==> src/rtl/hazard_fwd_ctrl_if.sv <==
// ID-stage hazard/forwarding bus between the decode stage (master) and hazard_fwd_ctrl (slave).
// HFU_PERF_CNT_EN adds the stall/flush cycle counter outputs.
interface hazard_fwd_ctrl_if #(
    parameter int REG_AW  = 5,
    parameter int NUM_FWD = 3,
    parameter int SEL_W   = $clog2(NUM_FWD + 1)
);
    logic [REG_AW-1:0]         id_rs;
    logic [REG_AW-1:0]         id_rt;
    logic                      id_uses_rs;
    logic                      id_uses_rt;
    logic [NUM_FWD*REG_AW-1:0] fwd_dest;
    logic [NUM_FWD-1:0]        fwd_rf_en;
    logic [NUM_FWD-1:0]        fwd_load;
    logic                      branch_taken;
    logic [SEL_W-1:0]          pa_sel;
    logic [SEL_W-1:0]          pb_sel;
    logic                      pc_enable;
    logic                      load_enable;
    logic                      nop_signal;
    logic                      flush;
    logic [1:0]                hazard_type;
`ifdef HFU_PERF_CNT_EN
    logic [15:0]               stall_cycles;
    logic [15:0]               flush_cycles;

    modport master (
        output id_rs, id_rt, id_uses_rs, id_uses_rt, fwd_dest, fwd_rf_en, fwd_load, branch_taken,
        input  pa_sel, pb_sel, pc_enable, load_enable, nop_signal, flush, hazard_type,
               stall_cycles, flush_cycles
    );
    modport slave (
        input  id_rs, id_rt, id_uses_rs, id_uses_rt, fwd_dest, fwd_rf_en, fwd_load, branch_taken,
        output pa_sel, pb_sel, pc_enable, load_enable, nop_signal, flush, hazard_type,
               stall_cycles, flush_cycles
    );
`else
    modport master (
        output id_rs, id_rt, id_uses_rs, id_uses_rt, fwd_dest, fwd_rf_en, fwd_load, branch_taken,
        input  pa_sel, pb_sel, pc_enable, load_enable, nop_signal, flush, hazard_type
    );
    modport slave (
        input  id_rs, id_rt, id_uses_rs, id_uses_rt, fwd_dest, fwd_rf_en, fwd_load, branch_taken,
        output pa_sel, pb_sel, pc_enable, load_enable, nop_signal, flush, hazard_type
    );
`endif
endinterface

==> src/rtl/hazard_fwd_ctrl.sv <==
// ID-stage hazard detection, operand forwarding and branch-flush sequencing.
// Define HFU_PERF_CNT_EN to add saturating stall/flush cycle counters.
module hazard_fwd_ctrl #(
    parameter int REG_AW         = 5,
    parameter int NUM_FWD        = 3,
    parameter int LOAD_READY_IDX = 1,
    parameter int FLUSH_CYCLES   = 1,
    parameter int SEL_W          = $clog2(NUM_FWD + 1)
) (
    input logic              clk,
    input logic              rst_n,
    hazard_fwd_ctrl_if.slave bus
);
    typedef enum logic [1:0] {RUN, STALL, FLUSH} state_t;
    localparam logic [3:0] FLUSH_RELOAD = 4'(FLUSH_CYCLES - 1);

    state_t     r_state;
    logic [3:0] r_cnt;
    logic [1:0] r_hazard;

    logic [NUM_FWD-1:0] w_rs_hit, w_rt_hit, w_conf;
    logic               w_rs_ok, w_rt_ok;
    logic [SEL_W-1:0]   w_pa, w_pb;
    logic               w_conflict;
    logic [3:0]         w_need;
    logic               w_pc_en, w_ld_en, w_nop, w_flush;
    state_t             w_nxt_state;
    logic [3:0]         w_nxt_cnt;

    assign w_rs_ok = bus.id_uses_rs && (bus.id_rs != '0);
    assign w_rt_ok = bus.id_uses_rt && (bus.id_rt != '0);

    for (genvar gi = 0; gi < NUM_FWD; gi++) begin : g_src
        logic [REG_AW-1:0] w_dest;
        assign w_dest       = bus.fwd_dest[gi*REG_AW +: REG_AW];
        assign w_rs_hit[gi] = w_rs_ok && bus.fwd_rf_en[gi] && (w_dest == bus.id_rs);
        assign w_rt_hit[gi] = w_rt_ok && bus.fwd_rf_en[gi] && (w_dest == bus.id_rt);
        // Only stages before LOAD_READY_IDX lack the loaded value.
        if (gi < LOAD_READY_IDX) begin : g_early
            assign w_conf[gi] = bus.fwd_load[gi] && (w_rs_hit[gi] || w_rt_hit[gi]);
        end else begin : g_late
            assign w_conf[gi] = 1'b0;
        end
    end

    // Scan from the farthest stage down so the nearest match wins.
    always_comb begin
        w_pa       = '0;
        w_pb       = '0;
        w_conflict = 1'b0;
        w_need     = '0;
        for (int i = NUM_FWD - 1; i >= 0; i--) begin
            if (w_rs_hit[i]) w_pa = SEL_W'(i + 1);
            if (w_rt_hit[i]) w_pb = SEL_W'(i + 1);
            if (w_conf[i]) begin
                w_conflict = 1'b1;
                w_need     = 4'(LOAD_READY_IDX - i);
            end
        end
    end

    always_comb begin
        w_pc_en     = 1'b1;
        w_ld_en     = 1'b1;
        w_nop       = 1'b0;
        w_flush     = 1'b0;
        w_nxt_state = r_state;
        w_nxt_cnt   = r_cnt;
        if (r_state == FLUSH) begin
            w_flush = 1'b1;
            w_nop   = 1'b1;
            if (bus.branch_taken && FLUSH_CYCLES > 1) begin
                w_nxt_cnt = FLUSH_RELOAD;
            end else if (bus.branch_taken || r_cnt <= 4'd1) begin
                w_nxt_state = RUN;
                w_nxt_cnt   = '0;
            end else begin
                w_nxt_cnt = r_cnt - 4'd1;
            end
        end else if (bus.branch_taken) begin
            // A taken branch also cancels any stall in progress.
            w_flush = 1'b1;
            if (FLUSH_CYCLES > 1) begin
                w_nxt_state = FLUSH;
                w_nxt_cnt   = FLUSH_RELOAD;
            end else begin
                w_nxt_state = RUN;
                w_nxt_cnt   = '0;
            end
        end else if (r_state == STALL) begin
            w_pc_en = 1'b0;
            w_ld_en = 1'b0;
            w_nop   = 1'b1;
            if (r_cnt <= 4'd1) begin
                w_nxt_state = RUN;
                w_nxt_cnt   = '0;
            end else begin
                w_nxt_cnt = r_cnt - 4'd1;
            end
        end else if (w_conflict) begin
            w_pc_en = 1'b0;
            w_ld_en = 1'b0;
            w_nop   = 1'b1;
            if (w_need > 4'd1) begin
                w_nxt_state = STALL;
                w_nxt_cnt   = w_need - 4'd1;
            end
        end
    end

    always_ff @(posedge clk or negedge rst_n) begin
        if (!rst_n) begin
            r_state  <= RUN;
            r_cnt    <= '0;
            r_hazard <= 2'b00;
        end else begin
            r_state <= w_nxt_state;
            r_cnt   <= w_nxt_cnt;
            if (w_flush)                    r_hazard <= 2'b11;
            else if (w_nop)                 r_hazard <= 2'b01;
            else if ((w_pa | w_pb) != '0)   r_hazard <= 2'b10;
            else                            r_hazard <= 2'b00;
        end
    end

    // Outputs are held at their idle values while reset is asserted.
    assign bus.pa_sel      = rst_n ? w_pa : '0;
    assign bus.pb_sel      = rst_n ? w_pb : '0;
    assign bus.pc_enable   = w_pc_en | ~rst_n;
    assign bus.load_enable = w_ld_en | ~rst_n;
    assign bus.nop_signal  = w_nop & rst_n;
    assign bus.flush       = w_flush & rst_n;
    assign bus.hazard_type = r_hazard;

`ifdef HFU_PERF_CNT_EN
    logic [15:0] r_stall_cnt, r_flush_cnt;
    always_ff @(posedge clk or negedge rst_n) begin
        if (!rst_n) begin
            r_stall_cnt <= '0;
            r_flush_cnt <= '0;
        end else begin
            if (w_nop && !w_flush && r_stall_cnt != 16'hFFFF) r_stall_cnt <= r_stall_cnt + 16'd1;
            if (w_flush && r_flush_cnt != 16'hFFFF)           r_flush_cnt <= r_flush_cnt + 16'd1;
        end
    end
    assign bus.stall_cycles = r_stall_cnt;
    assign bus.flush_cycles = r_flush_cnt;
`endif
endmodule

==> src/flat_wrapper.sv <==
// flat-port wrapper written by rule: the top's interface ports become plain ports
module hazard_fwd_ctrl_flat 
#(
    parameter int REG_AW         = 5,
    parameter int NUM_FWD        = 3,
    parameter int LOAD_READY_IDX = 1,
    parameter int FLUSH_CYCLES   = 1,
    parameter int SEL_W          = $clog2(NUM_FWD + 1)
)
  (clk, rst_n, bus_id_rs, bus_id_rt, bus_id_uses_rs, bus_id_uses_rt, bus_fwd_dest, bus_fwd_rf_en, bus_fwd_load, bus_branch_taken, bus_pa_sel, bus_pb_sel, bus_pc_enable, bus_load_enable, bus_nop_signal, bus_flush, bus_hazard_type);
  hazard_fwd_ctrl_if #(.REG_AW(REG_AW), .NUM_FWD(NUM_FWD), .SEL_W(SEL_W)) bus_i ();
  input logic clk;
  input logic rst_n;
  input wire logic [$bits(bus_i.id_rs)-1:0] bus_id_rs;
  input wire logic [$bits(bus_i.id_rt)-1:0] bus_id_rt;
  input wire logic [$bits(bus_i.id_uses_rs)-1:0] bus_id_uses_rs;
  input wire logic [$bits(bus_i.id_uses_rt)-1:0] bus_id_uses_rt;
  input wire logic [$bits(bus_i.fwd_dest)-1:0] bus_fwd_dest;
  input wire logic [$bits(bus_i.fwd_rf_en)-1:0] bus_fwd_rf_en;
  input wire logic [$bits(bus_i.fwd_load)-1:0] bus_fwd_load;
  input wire logic [$bits(bus_i.branch_taken)-1:0] bus_branch_taken;
  output wire logic [$bits(bus_i.pa_sel)-1:0] bus_pa_sel;
  output wire logic [$bits(bus_i.pb_sel)-1:0] bus_pb_sel;
  output wire logic [$bits(bus_i.pc_enable)-1:0] bus_pc_enable;
  output wire logic [$bits(bus_i.load_enable)-1:0] bus_load_enable;
  output wire logic [$bits(bus_i.nop_signal)-1:0] bus_nop_signal;
  output wire logic [$bits(bus_i.flush)-1:0] bus_flush;
  output wire logic [$bits(bus_i.hazard_type)-1:0] bus_hazard_type;
  assign bus_i.id_rs = bus_id_rs;
  assign bus_i.id_rt = bus_id_rt;
  assign bus_i.id_uses_rs = bus_id_uses_rs;
  assign bus_i.id_uses_rt = bus_id_uses_rt;
  assign bus_i.fwd_dest = bus_fwd_dest;
  assign bus_i.fwd_rf_en = bus_fwd_rf_en;
  assign bus_i.fwd_load = bus_fwd_load;
  assign bus_i.branch_taken = bus_branch_taken;
  assign bus_pa_sel = bus_i.pa_sel;
  assign bus_pb_sel = bus_i.pb_sel;
  assign bus_pc_enable = bus_i.pc_enable;
  assign bus_load_enable = bus_i.load_enable;
  assign bus_nop_signal = bus_i.nop_signal;
  assign bus_flush = bus_i.flush;
  assign bus_hazard_type = bus_i.hazard_type;
  hazard_fwd_ctrl #(.REG_AW(REG_AW), .NUM_FWD(NUM_FWD), .LOAD_READY_IDX(LOAD_READY_IDX), .FLUSH_CYCLES(FLUSH_CYCLES), .SEL_W(SEL_W)) u_core (.clk(clk), .rst_n(rst_n), .bus(bus_i));
endmodule
==> config.mk <==
export PLATFORM = sky130hd
export DESIGN_NAME = hazard_fwd_ctrl_flat
export DESIGN_NICKNAME = d
export VERILOG_FILES = /design/src/rtl/hazard_fwd_ctrl_if.sv /design/src/rtl/hazard_fwd_ctrl.sv /design/src/flat_wrapper.sv
export SDC_FILE = /design/constraint.sdc
export NUM_CORES = 1
export LEC_CHECK = 0
export BUFFER_PORTS_ARGS = -buffer_cell sky130_fd_sc_hd__buf_2
export CAP_MARGIN = 20
export CORE_MARGIN = 8
export CORE_UTILIZATION = 40
export DETAILED_ROUTE_END_ITERATION = 8
export HOLD_SLACK_MARGIN = 0.1
export PLACE_DENSITY_LB_ADDON = 0.3
export SETUP_SLACK_MARGIN = 0.3
export SLEW_MARGIN = 20
export SYNTH_ARGS = -nofsm -noshare
export SYNTH_HDL_FRONTEND = slang
export SYNTH_SLANG_ARGS = --single-unit
==> constraint.sdc <==
create_clock -name clk -period 4.35 [get_ports clk]
set_clock_uncertainty 0.1 [all_clocks]
set_input_delay 0.87 -clock clk [delete_from_list [all_inputs] [get_ports clk]]
set_output_delay 0.87 -clock clk [all_outputs]
set_load 0.005 [all_outputs]
==> impl_metrics.ini <==
[route]
wl_per_cell_um = 13.2
dr.pass1.iters = 4
routed.top_layer = met4
ant_nets = 0
route.met3.wl_um = 222
drt_iter0_markers = 10
drc = 0
drt-met1-wl_um = 917
via_per_inst = 5.20
wl_mm = 2.23
wl_met2_mm = 1.07
num_vias = 879

[cts]
cts_tree = done
cts.htree.levels = 1
cts_resized = 0
post-cts-setup-buffers = 0
cts_buffers = 3
ctsHoldBuffers = 0
path_clk_slew_ps = 50
clkSinkCount = 7
clk_latency_ps = 240
clockBufferDepth = 2
root_buffer = clkbuf_4

[setup_path]
cp-start-kind = primary input
cp_common_cell = buf_2
cpMaxStageDelayCell = or4_1
worst_setup_path_end_kind = output pin
r2r_start = u_core.r_cnt[0]$_DFFE_PN0P_
path_cells = buf_2 > or4_1 > o21a_1 > and4_1 > or2b_2 > and3_1 > buf_2
startpoint = bus_id_rt[1]
critPathTopFamily = simple AND/OR/NAND/NOR gates
r2r-end = u_core.r_cnt[3]$_DFFE_PN0P_
crit_path_end = bus_pb_sel[1]
crit_required_ps = 3380
cp_num_cells = 7
critical_path_class = in2out
crit_buf_inv = 2
cp_data_arrival_time_ps = 2510
cp_slowest_stage_delay_ps = 510
r2r_slack_ps = 2800
crit_path_max_fanout = 4
r2r_cells = 5

[synth]
yosysTopAreaCellShare_pct = 21.1
synth.distinct_cells = 32
syn_nets = 134
synth_warnings = 0
synth_edf_count = 0
synthArstFlopShare_pct = 100
synth_largest_area_cell = dfrtp_1
avgSynthCellArea_um2 = 8.65
synth_area_um2 = 831
synth_seq_cells = 7
syn_inst = 96
ys_seq_area_share_pct = 21.1
synth.area.top_cells = dfrtp_1, xor2_1, xnor2_1, nand2_1, ha_1
synth_ff_type = dfrtp_1

[power_and_ir_drop]
power_w = 0.000187
max-vdd-ir-drop_mv = 0.0879
power_leakage_nw = 0.526
powerDensity_mw_per_mm2 = 170

[floorplanning]
start_util_pct = 42.3
core_area_mm2 = 0.00196
die_area_mm2 = 0.00379
io_pins = 46
chipHeight_um = 61.6
die_w_um = 61.6
rows = 16

[placement]
routabilityCongestion = 0.761
placed_cells = 165
dp_hpwl_mm = 1.98
portBuffers = 43
placed_area_mm2 = 0.00107

[status]
status = completed

[global_route]
grt_pass1_wl_mm = 3.74
grt_overflow = 0
antenna_found_initial = 0
grt.total_usage_pct = 12.6
grt_pass1_vias = 913
grt_start_max_net_pins = 14

[sta]
tightest_slew_ps = 459
rsz0062_at_grt = false
hold-worst-slack_ps = 382
setup_violations = 0
fin_crit_sh_pct = 79.9
max_slew_margin_pct = 69.2
fin_crit_ps = 3480
maxSlewViolCount = 0
finalSetupTns_ps = 0
hold_viol_final = 0
max_clock_freq_ghz = 0.288

[final_layout]
layoutNonFillerInstCount = 169
final_common_cell = buf_2
drive_gt1_share_pct = 35.9
antenna_cells = 0
stdcell_area_mm2 = 0.00110
final_nets = 181
fillers = 212
syn_to_final_growth_pct = 32.2
final_cell_mix = buf_2, xor2_1, xnor2_1

[worst_hold_path]
hold_path.class = in2async

[job]
cap_violations = 0
==> metal layers <==
metal  vias to the layer above  global-route usage (%)
met5                         -                       0
met1                       412                    13.4
met3                         2                    3.97
li1                        432                       -
met4                         0                    2.92
met2                        33                    23.3
==> cells in the mapped netlist, types with 2 or more instances <==
| cell | instances |
|---|---|
| nor2_1 | 2 |
| inv_1 | 4 |
| a21oi_1 | 2 |
| nor4_1 | 4 |
| nand2_1 | 7 |
| xnor2_1 | 15 |
| o21a_1 | 2 |
| nor3_1 | 3 |
| or2b_2 | 2 |
| and2_1 | 2 |
| nand4_1 | 4 |
| xor2_1 | 16 |
| ha_1 | 2 |
| nor2b_1 | 2 |
| nand4b_1 | 2 |
| dfrtp_1 | 7 |
| o21ai_0 | 5 |
==> how the worst min path moves through the flow <==
stage | startpoint | to | slack (ps) | cells after the start
6_report | rst_n | u_core.r_cnt[2]$_DFFE_PN0P_ | 380 | 1
5_1_grt | rst_n | u_core.r_cnt[3]$_DFFE_PN0P_ | 380 | 1
4_1_cts | rst_n | u_core.r_cnt[3]$_DFFE_PN0P_ | 380 | 1
3_5_place_dp | u_core.r_cnt[1]$_DFFE_PN0P_ | u_core.r_cnt[1]$_DFFE_PN0P_ | 400 | 2
3_3_place_gp | u_core.r_cnt[1]$_DFFE_PN0P_ | u_core.r_cnt[1]$_DFFE_PN0P_ | 390 | 2
2_1_floorplan | u_core.r_cnt[1]$_DFFE_PN0P_ | u_core.r_cnt[1]$_DFFE_PN0P_ | 370 | 2
==> where the power goes <==
part / switching (W) / leakage, nW / internal [W] / total [W]
clock: 0.0000216 / 0.0150 / 0.0000349 / 0.0000565
sequential: 0.000000227 / 0.0931 / 0.0000664 / 0.0000666
combinational: 0.0000320 / 0.418 / 0.0000319 / 0.0000640
total: 0.0000539 / 0.526 / 0.000133 / 0.000187
==> worst reg2reg max path, stage by stage (launching register included) <==
cell and delay, ps:
dfrtp_1 420, inv_1 70, ha_1 190, nor2_1 60, o31ai_1 400, o21ai_0 170
==> cells by family after synthesis <==
kind of cell    synth area share (%)
buf+inv                         2.71
compound gates                  13.4
simple gates                    27.1
fa+ha+maj                       3.01
xor+xnor                        32.7
flops                           21.1
==> per-stage QoR <==
step,setup WS (ps),util [%]
global placement,876,54.7
CTS,874,56.0
floorplan,1170,-
detailed placement,880,54.7
global route,823,56.0
finish,874,56.0
==> state kept, by name, summed over array words and instances (netlist names) <==
signal and flops:
u_core.bus.hazard_type 2, u_core.r_cnt 4, u_core.r_state 1
==> layout make-up <==
class | instances | area, um^2 | share of cell area, %
inverters | 4 | 15.0 | 1.37
multi-input cells | 84 | 633 | 57.6
repair buffers | 43 | 215 | 19.6
well taps | 27 | 33.8 | 3.08
flip-flops and latches | 7 | 175 | 15.9
clock buffers | 4 | 26.3 | 2.39
(Power assumes the default switching activity.)
